===== src/rtl/demux_32bit_3_reg_if.sv =====
// Purpose: bundles the routing handshake of demux_32bit_3_reg.
//   Input side:  in_data/in_sel/in_valid from the producer, in_ready back to it.
//   Output side: outN_data/outN_valid to consumer N, outN_ready from it (N = 0..2).
//   Status:      err_sel pulse and drop_cnt for illegal-select words.
// master = producer/consumer environment, slave = the demux itself.
interface demux_32bit_3_reg_if #(
  parameter int unsigned WIDTH = 32,
  parameter int unsigned CNT_W = 8
);
  logic [WIDTH-1:0] in_data;
  logic [1:0]       in_sel;
  logic             in_valid;
  logic             in_ready;

  logic [WIDTH-1:0] out0_data;
  logic             out0_valid;
  logic             out0_ready;
  logic [WIDTH-1:0] out1_data;
  logic             out1_valid;
  logic             out1_ready;
  logic [WIDTH-1:0] out2_data;
  logic             out2_valid;
  logic             out2_ready;

  logic             err_sel;
  logic [CNT_W-1:0] drop_cnt;

  modport slave (
    input  in_data, in_sel, in_valid,
    input  out0_ready, out1_ready, out2_ready,
    output in_ready,
    output out0_data, out0_valid, out1_data, out1_valid, out2_data, out2_valid,
    output err_sel, drop_cnt
  );

  modport master (
    output in_data, in_sel, in_valid,
    output out0_ready, out1_ready, out2_ready,
    input  in_ready,
    input  out0_data, out0_valid, out1_data, out1_valid, out2_data, out2_valid,
    input  err_sel, drop_cnt
  );
endinterface


===== src/rtl/demux_32bit_3_reg.sv =====
// Purpose: registered 1-to-3 demultiplexer with a one-entry buffer per output.
//   clk, rst_n : clock and asynchronous active-low reset
//   bus        : demux_32bit_3_reg_if.slave carrying the input handshake,
//                three output handshakes, err_sel pulse and saturating drop_cnt.
// in_ready is combinational; every other output comes straight from a flop.
module demux_32bit_3_reg #(
  parameter int unsigned WIDTH = 32,
  parameter int unsigned CNT_W = 8
) (
  input  logic                  clk,
  input  logic                  rst_n,
  demux_32bit_3_reg_if.slave    bus
);

  localparam int unsigned N_OUT = 3;

  typedef enum logic {
    EMPTY = 1'b0,
    FULL  = 1'b1
  } buf_state_e;

  buf_state_e       state_q [N_OUT];
  buf_state_e       state_d [N_OUT];
  logic [WIDTH-1:0] data_q  [N_OUT];
  logic [WIDTH-1:0] data_d  [N_OUT];
  logic             err_q;
  logic             err_d;
  logic [CNT_W-1:0] cnt_q;
  logic [CNT_W-1:0] cnt_d;

  logic [N_OUT-1:0] out_ready;
  logic [N_OUT-1:0] accept;
  logic             drop;
  logic             in_ready_c;

  assign out_ready = {bus.out2_ready, bus.out1_ready, bus.out0_ready};

  // Readiness looks only at the selected buffer; a full buffer still accepts
  // when its consumer drains in the same cycle.
  always_comb begin : ready_decode
    in_ready_c = 1'b1;
    case (bus.in_sel)
      2'd0:    in_ready_c = (state_q[0] == EMPTY) || out_ready[0];
      2'd1:    in_ready_c = (state_q[1] == EMPTY) || out_ready[1];
      2'd2:    in_ready_c = (state_q[2] == EMPTY) || out_ready[2];
      default: in_ready_c = 1'b1;
    endcase
  end

  assign bus.in_ready = in_ready_c;

  // Per-destination accept strobes; select 11 is swallowed as a drop.
  always_comb begin : accept_decode
    accept = '0;
    drop   = 1'b0;
    if (bus.in_valid && in_ready_c) begin
      for (int unsigned n = 0; n < N_OUT; n++) begin
        accept[n] = (bus.in_sel == 2'(n));
      end
      drop = (bus.in_sel == 2'd3);
    end
  end

  // Buffer FSMs plus drop bookkeeping.
  always_comb begin : next_state
    for (int unsigned n = 0; n < N_OUT; n++) begin
      state_d[n] = state_q[n];
      data_d[n]  = data_q[n];
      if (accept[n]) begin
        state_d[n] = FULL;
        data_d[n]  = bus.in_data;
      end else if ((state_q[n] == FULL) && out_ready[n]) begin
        state_d[n] = EMPTY;
      end
    end
    err_d = drop;
    cnt_d = cnt_q;
    if (drop && (cnt_q != {CNT_W{1'b1}})) begin
      cnt_d = cnt_q + CNT_W'(1);
    end
  end

  always_ff @(posedge clk or negedge rst_n) begin : regs
    if (!rst_n) begin
      for (int unsigned n = 0; n < N_OUT; n++) begin
        state_q[n] <= EMPTY;
        data_q[n]  <= '0;
      end
      err_q <= 1'b0;
      cnt_q <= '0;
    end else begin
      for (int unsigned n = 0; n < N_OUT; n++) begin
        state_q[n] <= state_d[n];
        data_q[n]  <= data_d[n];
      end
      err_q <= err_d;
      cnt_q <= cnt_d;
    end
  end

  assign bus.out0_data  = data_q[0];
  assign bus.out1_data  = data_q[1];
  assign bus.out2_data  = data_q[2];
  assign bus.out0_valid = (state_q[0] == FULL);
  assign bus.out1_valid = (state_q[1] == FULL);
  assign bus.out2_valid = (state_q[2] == FULL);
  assign bus.err_sel    = err_q;
  assign bus.drop_cnt   = cnt_q;

endmodule


===== src/flat_wrapper.sv =====
// flat-port wrapper written by rule: the top's interface ports become plain ports
module demux_32bit_3_reg_flat 
#(
  parameter int unsigned WIDTH = 32,
  parameter int unsigned CNT_W = 8
)
  (clk, rst_n, bus_in_data, bus_in_sel, bus_in_valid, bus_out0_ready, bus_out1_ready, bus_out2_ready, bus_in_ready, bus_out0_data, bus_out0_valid, bus_out1_data, bus_out1_valid, bus_out2_data, bus_out2_valid, bus_err_sel, bus_drop_cnt);
  demux_32bit_3_reg_if #(.WIDTH(WIDTH), .CNT_W(CNT_W)) bus_i ();
  input  logic clk;
  input  logic rst_n;
  input wire logic [$bits(bus_i.in_data)-1:0] bus_in_data;
  input wire logic [$bits(bus_i.in_sel)-1:0] bus_in_sel;
  input wire logic [$bits(bus_i.in_valid)-1:0] bus_in_valid;
  input wire logic [$bits(bus_i.out0_ready)-1:0] bus_out0_ready;
  input wire logic [$bits(bus_i.out1_ready)-1:0] bus_out1_ready;
  input wire logic [$bits(bus_i.out2_ready)-1:0] bus_out2_ready;
  output wire logic [$bits(bus_i.in_ready)-1:0] bus_in_ready;
  output wire logic [$bits(bus_i.out0_data)-1:0] bus_out0_data;
  output wire logic [$bits(bus_i.out0_valid)-1:0] bus_out0_valid;
  output wire logic [$bits(bus_i.out1_data)-1:0] bus_out1_data;
  output wire logic [$bits(bus_i.out1_valid)-1:0] bus_out1_valid;
  output wire logic [$bits(bus_i.out2_data)-1:0] bus_out2_data;
  output wire logic [$bits(bus_i.out2_valid)-1:0] bus_out2_valid;
  output wire logic [$bits(bus_i.err_sel)-1:0] bus_err_sel;
  output wire logic [$bits(bus_i.drop_cnt)-1:0] bus_drop_cnt;
  assign bus_i.in_data = bus_in_data;
  assign bus_i.in_sel = bus_in_sel;
  assign bus_i.in_valid = bus_in_valid;
  assign bus_i.out0_ready = bus_out0_ready;
  assign bus_i.out1_ready = bus_out1_ready;
  assign bus_i.out2_ready = bus_out2_ready;
  assign bus_in_ready = bus_i.in_ready;
  assign bus_out0_data = bus_i.out0_data;
  assign bus_out0_valid = bus_i.out0_valid;
  assign bus_out1_data = bus_i.out1_data;
  assign bus_out1_valid = bus_i.out1_valid;
  assign bus_out2_data = bus_i.out2_data;
  assign bus_out2_valid = bus_i.out2_valid;
  assign bus_err_sel = bus_i.err_sel;
  assign bus_drop_cnt = bus_i.drop_cnt;
  demux_32bit_3_reg #(.WIDTH(WIDTH), .CNT_W(CNT_W)) u_core (.clk(clk), .rst_n(rst_n), .bus(bus_i));
endmodule

===== config.mk =====
export PLATFORM = sky130hd
export DESIGN_NAME = demux_32bit_3_reg_flat
export DESIGN_NICKNAME = d
export VERILOG_FILES = /design/src/rtl/demux_32bit_3_reg_if.sv /design/src/rtl/demux_32bit_3_reg.sv /design/src/flat_wrapper.sv
export SDC_FILE = /design/constraint.sdc
export NUM_CORES = 1
export LEC_CHECK = 0
export CORE_MARGIN = 2
export CORE_UTILIZATION = 45
export DETAILED_ROUTE_END_ITERATION = 7
export GPL_TIMING_DRIVEN = 0
export PLACE_DENSITY = 0.8
export SLEW_MARGIN = 20
export SYNTH_ARGS = -nofsm -noshare
export SYNTH_HDL_FRONTEND = slang
export SYNTH_SLANG_ARGS = --single-unit

===== constraint.sdc =====
create_clock -name clk -period 2.1 [get_ports clk]
set_clock_uncertainty 0.2 [all_clocks]
set_input_delay 0.525 -clock clk [delete_from_list [all_inputs] [get_ports clk]]
set_output_delay 0.525 -clock clk [all_outputs]
set_load 0.05 [all_outputs]

**After elaboration in Yosys (flattened, before gate mapping)**

Cells that the tools add are included.

- Flip-flop bits (word level): 108
- Input bits: 40
- Output and inout port bits: 109
- Word-level logic and storage cells: 37

- Add/subtract/negate cells: 1
- Equality and inequality tests: 4
- Mux-type cells: 9
- Bitwise gates (word level): 3
- Reduce and logical (&&, ||, !) cells: 12

Operators by type and width:

| cell | count |
|---|---|
| adder 8 x 1 -> 8 bit (second input constant) | 1 |
| != test 8 bit (second input constant) | 1 |
| 2-to-1 mux 1 bit | 7 |
| nonzero test 2 bit | 3 |
| logical AND 1 bit | 5 |
| == test 2 bit (second input constant) | 2 |
| logical OR 1 bit | 3 |
| 2-to-1 mux 3 bit | 1 |
| inverter 1 bit | 3 |
| case mux 1 bit (3 select lines) | 1 |
| == test 2 x 1 -> 1 bit (second input constant) | 1 |
| zero test 2 bit | 1 |

**Logic depth before layout (Yosys ltp)**

Gate-level depths: netlist of run 1.

- Depth after elaboration: 6
- Depth in mapped cells: 5
- Depth with buffers taken out: 4

**Least setup slack after synthesis of run 1**

OpenSTA, ideal clock, no wires.

- Kind: register to output
- From: reg u_core.state_q, in the netlist u_core.bus.out0_valid
- To: out bus_in_ready
- Data arrival time: 1.893 ns
- Data required time: 1.375 ns
- Path slack: -0.518 ns
- Cell stages (with the launch flop): 4
- Buffers on the path: 0
- Cells stage by stage: dfrtp_1 -> nand2b_1 -> mux2i_1 -> o21ai_0

- Word-level cells in the longest chain between the ends: 3

Ends and longest elaborated chain:

| element | line | source |
|---|---|---|
| from (decl) | demux_32bit_3_reg.sv:22 | `buf_state_e state_q [N_OUT];` |
| from (signal, indexed assignment) | demux_32bit_3_reg.sv:93 | `state_q[n] <= state_d[n];` |
| inverter 1 bit | demux_32bit_3_reg.sv:43 | `2'd0: in_ready_c = (state_q[0] == EMPTY) \|\| out_ready[0];` |
| logical OR 1 bit | demux_32bit_3_reg.sv:43 |  |
| case mux 1 bit (3 select lines) | demux_32bit_3_reg.sv:42 | `case (bus.in_sel)` |
| to (decl) | flat_wrapper.sv:17 | `output wire logic [$bits(bus_i.in_ready)-1:0] bus_in_ready;` |

Every way passes these cells.

**Worst setup path in the final report of run 1**

- From: in bus_in_valid
- To: reg u_core.data_q, in the netlist u_core.bus.out1_data[8]

- Word-level cells in the longest chain between the ends: 2

Ends and longest elaborated chain:

| element | line | source |
|---|---|---|
| from (decl) | flat_wrapper.sv:13 | `input wire logic [$bits(bus_i.in_valid)-1:0] bus_in_valid;` |
| logical AND 1 bit | demux_32bit_3_reg.sv:56 | `if (bus.in_valid && in_ready_c) begin` |
| 2-to-1 mux 3 bit | demux_32bit_3_reg.sv:56 |  |
| to (signal, indexed assignment) | demux_32bit_3_reg.sv:94 | `data_q[n] <= data_d[n];` |
| to (decl) | demux_32bit_3_reg.sv:24 | `logic [WIDTH-1:0] data_q [N_OUT];` |

Every way passes these cells.
A chain may end at the register's enable or synchronous reset.

==> results of run 1 <==
## critical path, delay by kind of cell
family / cells / cell delay, ps
buffers and inverters: 3 / 880
and+or+nand+nor: 2 / 370
muxes: 1 / 350
## sequential cells by signal, indices dropped and copies added, names as in the netlist
signal	flops
u_core.bus.drop_cnt	8
u_core.bus.out2_valid	1
u_core.bus.out1_valid	1
u_core.bus.out0_valid	1
u_core.bus.out0_data	32
u_core.bus.out2_data	32
u_core.bus.out1_data	32
u_core.bus.err_sel	1
## cell type report
class	instances	area share [%]
clock buffers	10	2.15
clock inverters	6	0.654
multi-input cells	140	23.9
flip-flops and latches	108	45.6
well taps	111	2.34
plain buffers	11	1.86
repair buffers	152	23.5
inverters	2	0.127
## kinds of logic after synthesis
kind of cell	Yosys count	synth area share [%]
multiplexers	101	27.3
XOR/XNOR	2	0.422
AO/OA/AOI/OAI	10	1.48
buffers and inverters	13	1.87
AND/OR/NAND/NOR	26	3.53
flip-flops	108	65.1
adder cells (fa/ha/maj)	1	0.301
## per-layer routing
| metal | up-vias | global-route usage, % | routed length [um] |
|---|---|---|---|
| met5 | - | 0 | 0 |
| met4 | 0 | 7.27 | 159 |
| met2 | 97 | 32.3 | 4760 |
| met1 | 1398 | 24.2 | 3760 |
| li1 | 1253 | - | - |
| met3 | 15 | 6.34 | 702 |
## cell usage after synthesis, types with 2 or more instances
cell type  number
nand3_1         3
nor2b_1         2
nand2_1         8
inv_1           2
and3_1          2
nand2b_1        4
nor3_1          2
mux2_1          3
dfrtp_1       108
mux2i_1         2
mux2_2         96
a21oi_1         3
o21ai_0         4
buf_2           4
buf_4           6
## metrics by stage
| stage | worst slack [ps] | total power, mW |
|---|---|---|
| 3_5_place_dp | -811 | 6.15 |
| 3_3_place_gp | -3680 | 6.07 |
| 6_report | 26.3 | 6.88 |
| 4_1_cts | -168 | 6.96 |
| 5_1_grt | -8.31 | 7.20 |
| 2_1_floorplan | 109 | 4.91 |
## timing repair
item | CTS | global route
buffers inserted | 1 | 2
endpoints found under the setup margin | 198 | 59
hold buffers | 1 | 0
cloned | 0 | 0
gates resized for setup | 130 | 24
endpoints found under the hold margin | 60 | 0
pin swaps | 1 | 3
## power groups by stage
stage               combinational, mW  clock, mW  sequential (mW)
floorplan                       0.498          0             4.42
global placement                 3.25          0             2.82
detailed placement               3.30          0             2.85
CTS                              3.00       1.17             2.79
global route                     3.10       1.25             2.85
finish                           2.97       1.12             2.79
## path summary, 6_finish.rpt
| check | start | to | slack, ps | depth (start not counted) |
|---|---|---|---|---|
| setup / recovery | bus_in_valid | u_core.bus.out1_data[8] | 30 | 6 |
| max in group asynchronous | rst_n | u_core.bus.out1_data[28] | 560 | 3 |
| hold reg to reg | u_core.bus.out2_data[8] | u_core.bus.out2_data[8] | 290 | 1 |
| hold / removal | bus_out1_ready | u_core.bus.out1_valid | 270 | 3 |
| min in group asynchronous | rst_n | u_core.bus.drop_cnt[6] | 500 | 2 |
| setup reg to reg | u_core.bus.out0_valid | u_core.bus.out0_data[7] | 290 | 5 |
==> results by group, run 1 <==
Route
  – Via count: 2763
  – Wirelength per Cell: 17.4 um
  – Starting DRT DRC Count: 34
  – Vias per inst: 5.12
  – Post-route ant nets: 0
  – Number of remaining DRC errors: 0
  – WL final: 9380 um
  – Initial DRT Pass Iterations: 4

STA
  – WHS: 268 ps
  – Fmax: 482 MHz
  – Count of final setup violators: 0
  – Period utilisation layout: 98.7%
  – Rel. slew slack: 61.8%
  – Hold Violations, Final: 0
  – Max-slew violation count: 0
  – Final min period: 2070 ps
  – Worst slew pin tran: 574 ps
  – Final setup TNS: 0 ps

Setup path
  – Setup CP Type: input port to register
  – CP required: 2150 ps
  – Worst Setup End Kind: register
  – Cell Chain, Critical Path: clkdlybuf4s50_1 > nor2b_2 > and3_1 > clkbuf_4 > buf_6 > mux2_2
  – Setup crit start kind: input port
  – CP max-delay cell: clkdlybuf4s50_1
  – Crit Path Max Fanout: 10
  – Max incr delay on CP: 520 ps
  – Critical Path AT: 2130 ps

Power
  – Clock power share: 16.2%
  – Power Dens Cells: 1160 nW/um2
  – P_int: 3.82 mW
  – Flop pwr share: 40.5%
  – Sw Pwr: 3.06 mW
  – Leakage: 2.77 nW
  – Sw Share: 44.5%
  – Combinational share of power: 43.2%
  – Worst vdd ir: 0.000577 V

Global route
  – First-pass GRT wire length: 15000 um
  – GRT overflow: 0
  – Total Routing Usage GR: 19.6%
  – Vias in the first global route: 2870
  – Largest net degree at the start of global routing: 62
  – Initial antenna violation count: 0

Logic synthesis
  – Mapped Nets: 302
  – Fraction of registers with async set or reset after synthesis: 100%
  – Post-synthesis sequential area ratio: 65.1%
  – Synth Instances: 261
  – Top_reg_cell synth: dfrtp_1
  – Netlist cell types: 27
  – Yosys warning count: 0
  – Avg Synthesized Cell Area: 15.9 um2
  – Dominant cells by area after synthesis: dfrtp_1 65%, mux2_2 26%, buf_4 1.1%
  – Mapped cell area: 4150 um2
  – Post-synth EDFFs: 0
  – Synthesis-stage register bit count: 108
  – Yosys top cell by area: dfrtp_1
  – Top cell type's share of synthesized area: 65.1%

Floorplanning
  – Die area: 10000 um2
  – Initial Util: 45.6%
  – Row count: 35
  – Die span in y: 100 um
  – Width of the die: 100 um
  – Core area: 9110 um2
  – IO Pins: 149

Final layout
  – Area grow syn2layout: 42.8%
  – FF+latch area: 2700 um2
  – Fill cells: 754
  – Antenna Cells: 0
  – Final core utilization: 65.1%
  – Nets@finish: 465
  – Commonest non-fill, non-tap cell in the layout: dfrtp_1
  – Most frequent cells in the layout: 108 x dfrtp_1, 101 x dlygate4sd2_1, 96 x mux2_2, 33 x clkdlybuf4s50_1, 9 x clkbuf_8
  – Layout cells sized above 1: 33.1%
  – Finished Layout Cells: 540
  – Area of the multi-input gates: 1420 um2
  – Cell area after layout: 5930 um2

Placement
  – Post-DP HPWL: 6720 um
  – Global placement routability congestion: 0.725
  – Inst Count DP: 520
  – IO buf count: 147
  – Area after DPL: 5800 um2

Job
  – Max-cap violations: 0

Status
  – Status: completed

Clock network
  – Root Driver: clkbuf_8
  – CTS tree: yes
  – H-tree levels: 3
  – Clk buf depth: 2
  – Reg clk slew, reported paths: 100 ps
  – TritonCTS Buffers: 9
  – Worst skew pair latency: 360 ps
  – Sink Count: 108

Hold path
  – Min-Delay Path Class: input port to register
No activity file was read; power rests on OpenSTA's default activity.
==> run 2: changes to the inputs <==
--- a/config.mk
+++ b/config.mk
@@ -7,6 +7,7 @@
 export LEC_CHECK = 0
 export CORE_MARGIN = 2
 export CORE_UTILIZATION = 45
+export CTS_CLUSTER_DIAMETER = 60
 export DETAILED_ROUTE_END_ITERATION = 7
 export GPL_TIMING_DRIVEN = 0
 export PLACE_DENSITY = 0.8
==> results of run 2 <==
Final layout, timing and power as in run 1 (identical DEF).
==> run 3: changes to the inputs <==
--- a/config.mk
+++ b/config.mk
@@ -5,6 +5,7 @@
 export SDC_FILE = /design/constraint.sdc
 export NUM_CORES = 1
 export LEC_CHECK = 0
+export CORE_ASPECT_RATIO = 1.75
 export CORE_MARGIN = 2
 export CORE_UTILIZATION = 45
 export CTS_CLUSTER_DIAMETER = 60
==> run 3 against run 2 <==
  * Via count decreased by 0.51%
  * Setup slack improved by 34 ps
  * Sequential power about the same
  * Routed wire length increased by 5.7%
  * Maximum frequency increased by 1.6%
  * Clock power increased by 50%
  * Combinational power increased by 1%
  * Cell count increased by 2.4%
  * Register-to-register slack about the same
==> results by group, run 3 (synthesized netlist as in run 1, its figures left out) <==
STA
  – Fmax: 490 MHz (+1.6%)
  – Period utilisation layout: 97.2% (-1.6 points)
  – Count of final setup violators: 0 (unchanged)
  – Hold Violations, Final: 0 (unchanged)
  – Final min period: 2040 ps (-33.5 ps)
  – Max-slew violation count: 0 (unchanged)
  – RSZ-0062 raised after global routing: no
  – Worst slew pin tran: 568 ps (-5.95 ps)
  – Rel. slew slack: 62.3% (+0.55 points)

Placement
  – Area after DPL: 5810 um2 (+0.19%)
  – Global placement routability congestion: 0.768 (+5.9%)
  – IO buf count: 147 (unchanged)
  – Post-DP HPWL: 7250 um (+8.0%)

Floorplanning
  – Die area: 10000 um2 (+0.30%)
  – Row count: 46 (+31%)
  – Width of the die: 76.6 um (-23%)
  – Die span in y: 131 um (+31%)
  – IO Pins: 149 (unchanged)
  – Initial Util: 46.0% (+0.37 points)
  – Core area: 9040 um2 (-0.80%)

Setup path
  – CP top delay family: buffers and inverters
  – Setup crit start kind: register
  – Max incr delay on CP: 530 ps (about the same)
  – CP max-delay cell: clkdlybuf4s15_1
  – CP required: 1370 ps (-780 ps)
  – CP bufs+invs: 1 (-2)
  – Setup CP Type: register to primary output
  – Worst Setup End Kind: primary output
  – Crit Path Max Fanout: 7 (-3)
  – Cell Chain, Critical Path: clkdlybuf4s15_1
  – Critical Path AT: 1320 ps (-810 ps)

Route
  – WL final: 9920 um (+5.7%)
  – Initial DRT Pass Iterations: 3 (-1)
  – Wirelength per Cell: 17.9 um (+3.2%)
  – Starting DRT DRC Count: 60 (+76%)
  – Number of remaining DRC errors: 0 (unchanged)
  – Post-route ant nets: 0 (unchanged)
  – Vias per inst: 4.97 (-2.8%)
  – Via count: 2749 (-0.51%)

Final layout
  – Layout cells sized above 1: 33.0% (-0.075 points)
  – Commonest non-fill, non-tap cell in the layout: dfrtp_1
  – Area grow syn2layout: 47.4%
  – Nets@finish: 469 (+0.86%)
  – Most frequent cells in the layout: 108 x dfrtp_1, 106 x dlygate4sd2_1, 96 x mux2_2, 32 x clkdlybuf4s50_1
  – Antenna Cells: 0 (unchanged)
  – Final core utilization: 67.7% (+2.6 points)
  – Cell area after layout: 6120 um2 (+3.2%)

Power
  – P_int: 4.36 mW (+14%)
  – Power Dens Cells: 1220 nW/um2 (+5.3%)
  – Total power: 7.48 mW (+8.6%)
  – Sw Share: 41.7% (-2.8 points)
  – Worst vdd ir: 0.000736 V (+28%)
  – Flop pwr share: 37.3% (-3.2 points)
  – Combinational share of power: 40.3% (-2.9 points)
  – Clock power share: 22.5% (+6.3 points)
  – Leakage: 2.88 nW (+4.2%)
  – Sw Pwr: 3.12 mW (+1.9%)

Hold path
  – Min-Delay Path Class: register to register

Status
  – Status: completed

Clock network
  – CTS tree: yes
  – Worst skew pair latency: 340 ps (-20 ps)
  – Root Driver: clkbuf_16
  – H-tree levels: 3 (unchanged)
  – Sink Count: 108 (unchanged)
  – TritonCTS Buffers: 9 (unchanged)
  – Reg clk slew, reported paths: 70 ps (-30 ps)
  – Clk buf depth: 2 (unchanged)

Global route
  – Largest net degree at the start of global routing: 64 (+3.2%)
  – Total Routing Usage GR: 20.2% (+0.64 points)
  – Vias in the first global route: 2947 (+2.7%)
  – First-pass GRT wire length: 15400 um (+2.9%)
  – Initial antenna violation count: 0 (unchanged)
  – GRT overflow: 0 (unchanged)

Job
  – Max-cap violations: 0 (unchanged)
## run 3: cell count changes in the layout (fill, tap and decap cells not counted), moves of 2 or more
cell / delta
buf_6: +3
buf_4: +3
clkbuf_16: +9
buf_8: -2
clkbuf_2: -4
dlymetal6s2s_1: +2
clkbuf_8: -8
dlygate4sd2_1: +5
## run 3: per-layer routing
metal	up-vias	track usage [%]	share of wire, %
li1	1255	-	-
met1	1397	21.0	34
met2	81	37.7	59
met3	16	4.32	3.3
met4	0	11.3	3.4
met5	-	0	0
## run 3: layout make-up
| class | instances | area [um2] |
|---|---|---|
| Clock buffer | 10 | 239 |
| Clock inverter | 6 | 61.3 |
| Timing Repair Buffer | 156 | 1440 |
| Fill cell | 683 | 2920 |
| Inverter | 2 | 7.51 |
| Tap cell | 120 | 150 |
| Sequential cell | 108 | 2700 |
| Multi-Input combinational cell | 140 | 1420 |
| Buffer | 11 | 103 |
## run 3: what timing repair did
action,CTS,global route
pin swaps,0,3
endpoints found under the hold margin,45,0
setup endpoints to repair,198,93
buffers inserted,0,6
cloned,0,1
gates resized for setup,122,21
hold buffers,1,0
## run 3: final timing paths
path / startpoint / slack, ps / cells after the start / endpoint
min reg2reg: u_core.bus.out2_data[19] / 300 / 1 / u_core.bus.out2_data[19]
min in group asynchronous: rst_n / 470 / 2 / u_core.bus.out1_data[10]
min: u_core.bus.out2_data[19] / 300 / 1 / u_core.bus.out2_data[19]
max reg2reg: u_core.bus.out2_valid / 280 / 6 / u_core.bus.out2_data[26]
max: u_core.bus.drop_cnt[3] / 60 / 1 / bus_drop_cnt[3]
max in group asynchronous: rst_n / 580 / 3 / u_core.bus.out2_data[12]
## run 3: power by group through the flow
stage	clock (mW)	combinational, mW	sequential, mW
floorplan	0	0.498	4.42
global placement	0	3.27	2.82
finish	1.68	3.01	2.79
CTS	1.73	3.02	2.79
detailed placement	0	3.33	2.85
global route	1.80	3.14	2.85
## run 3: through the flow
step           cells  hold WS, ps  setup WS [ps]  setup TNS (ps)
2_1_floorplan    261         29.4            109               0
6_report         553          299           59.8               0
3_3_place_gp     528          269          -3590         -430690
4_1_cts          546          295           -211           -5320
3_5_place_dp     529          278           -785          -43430
5_1_grt          553          302           10.9               0
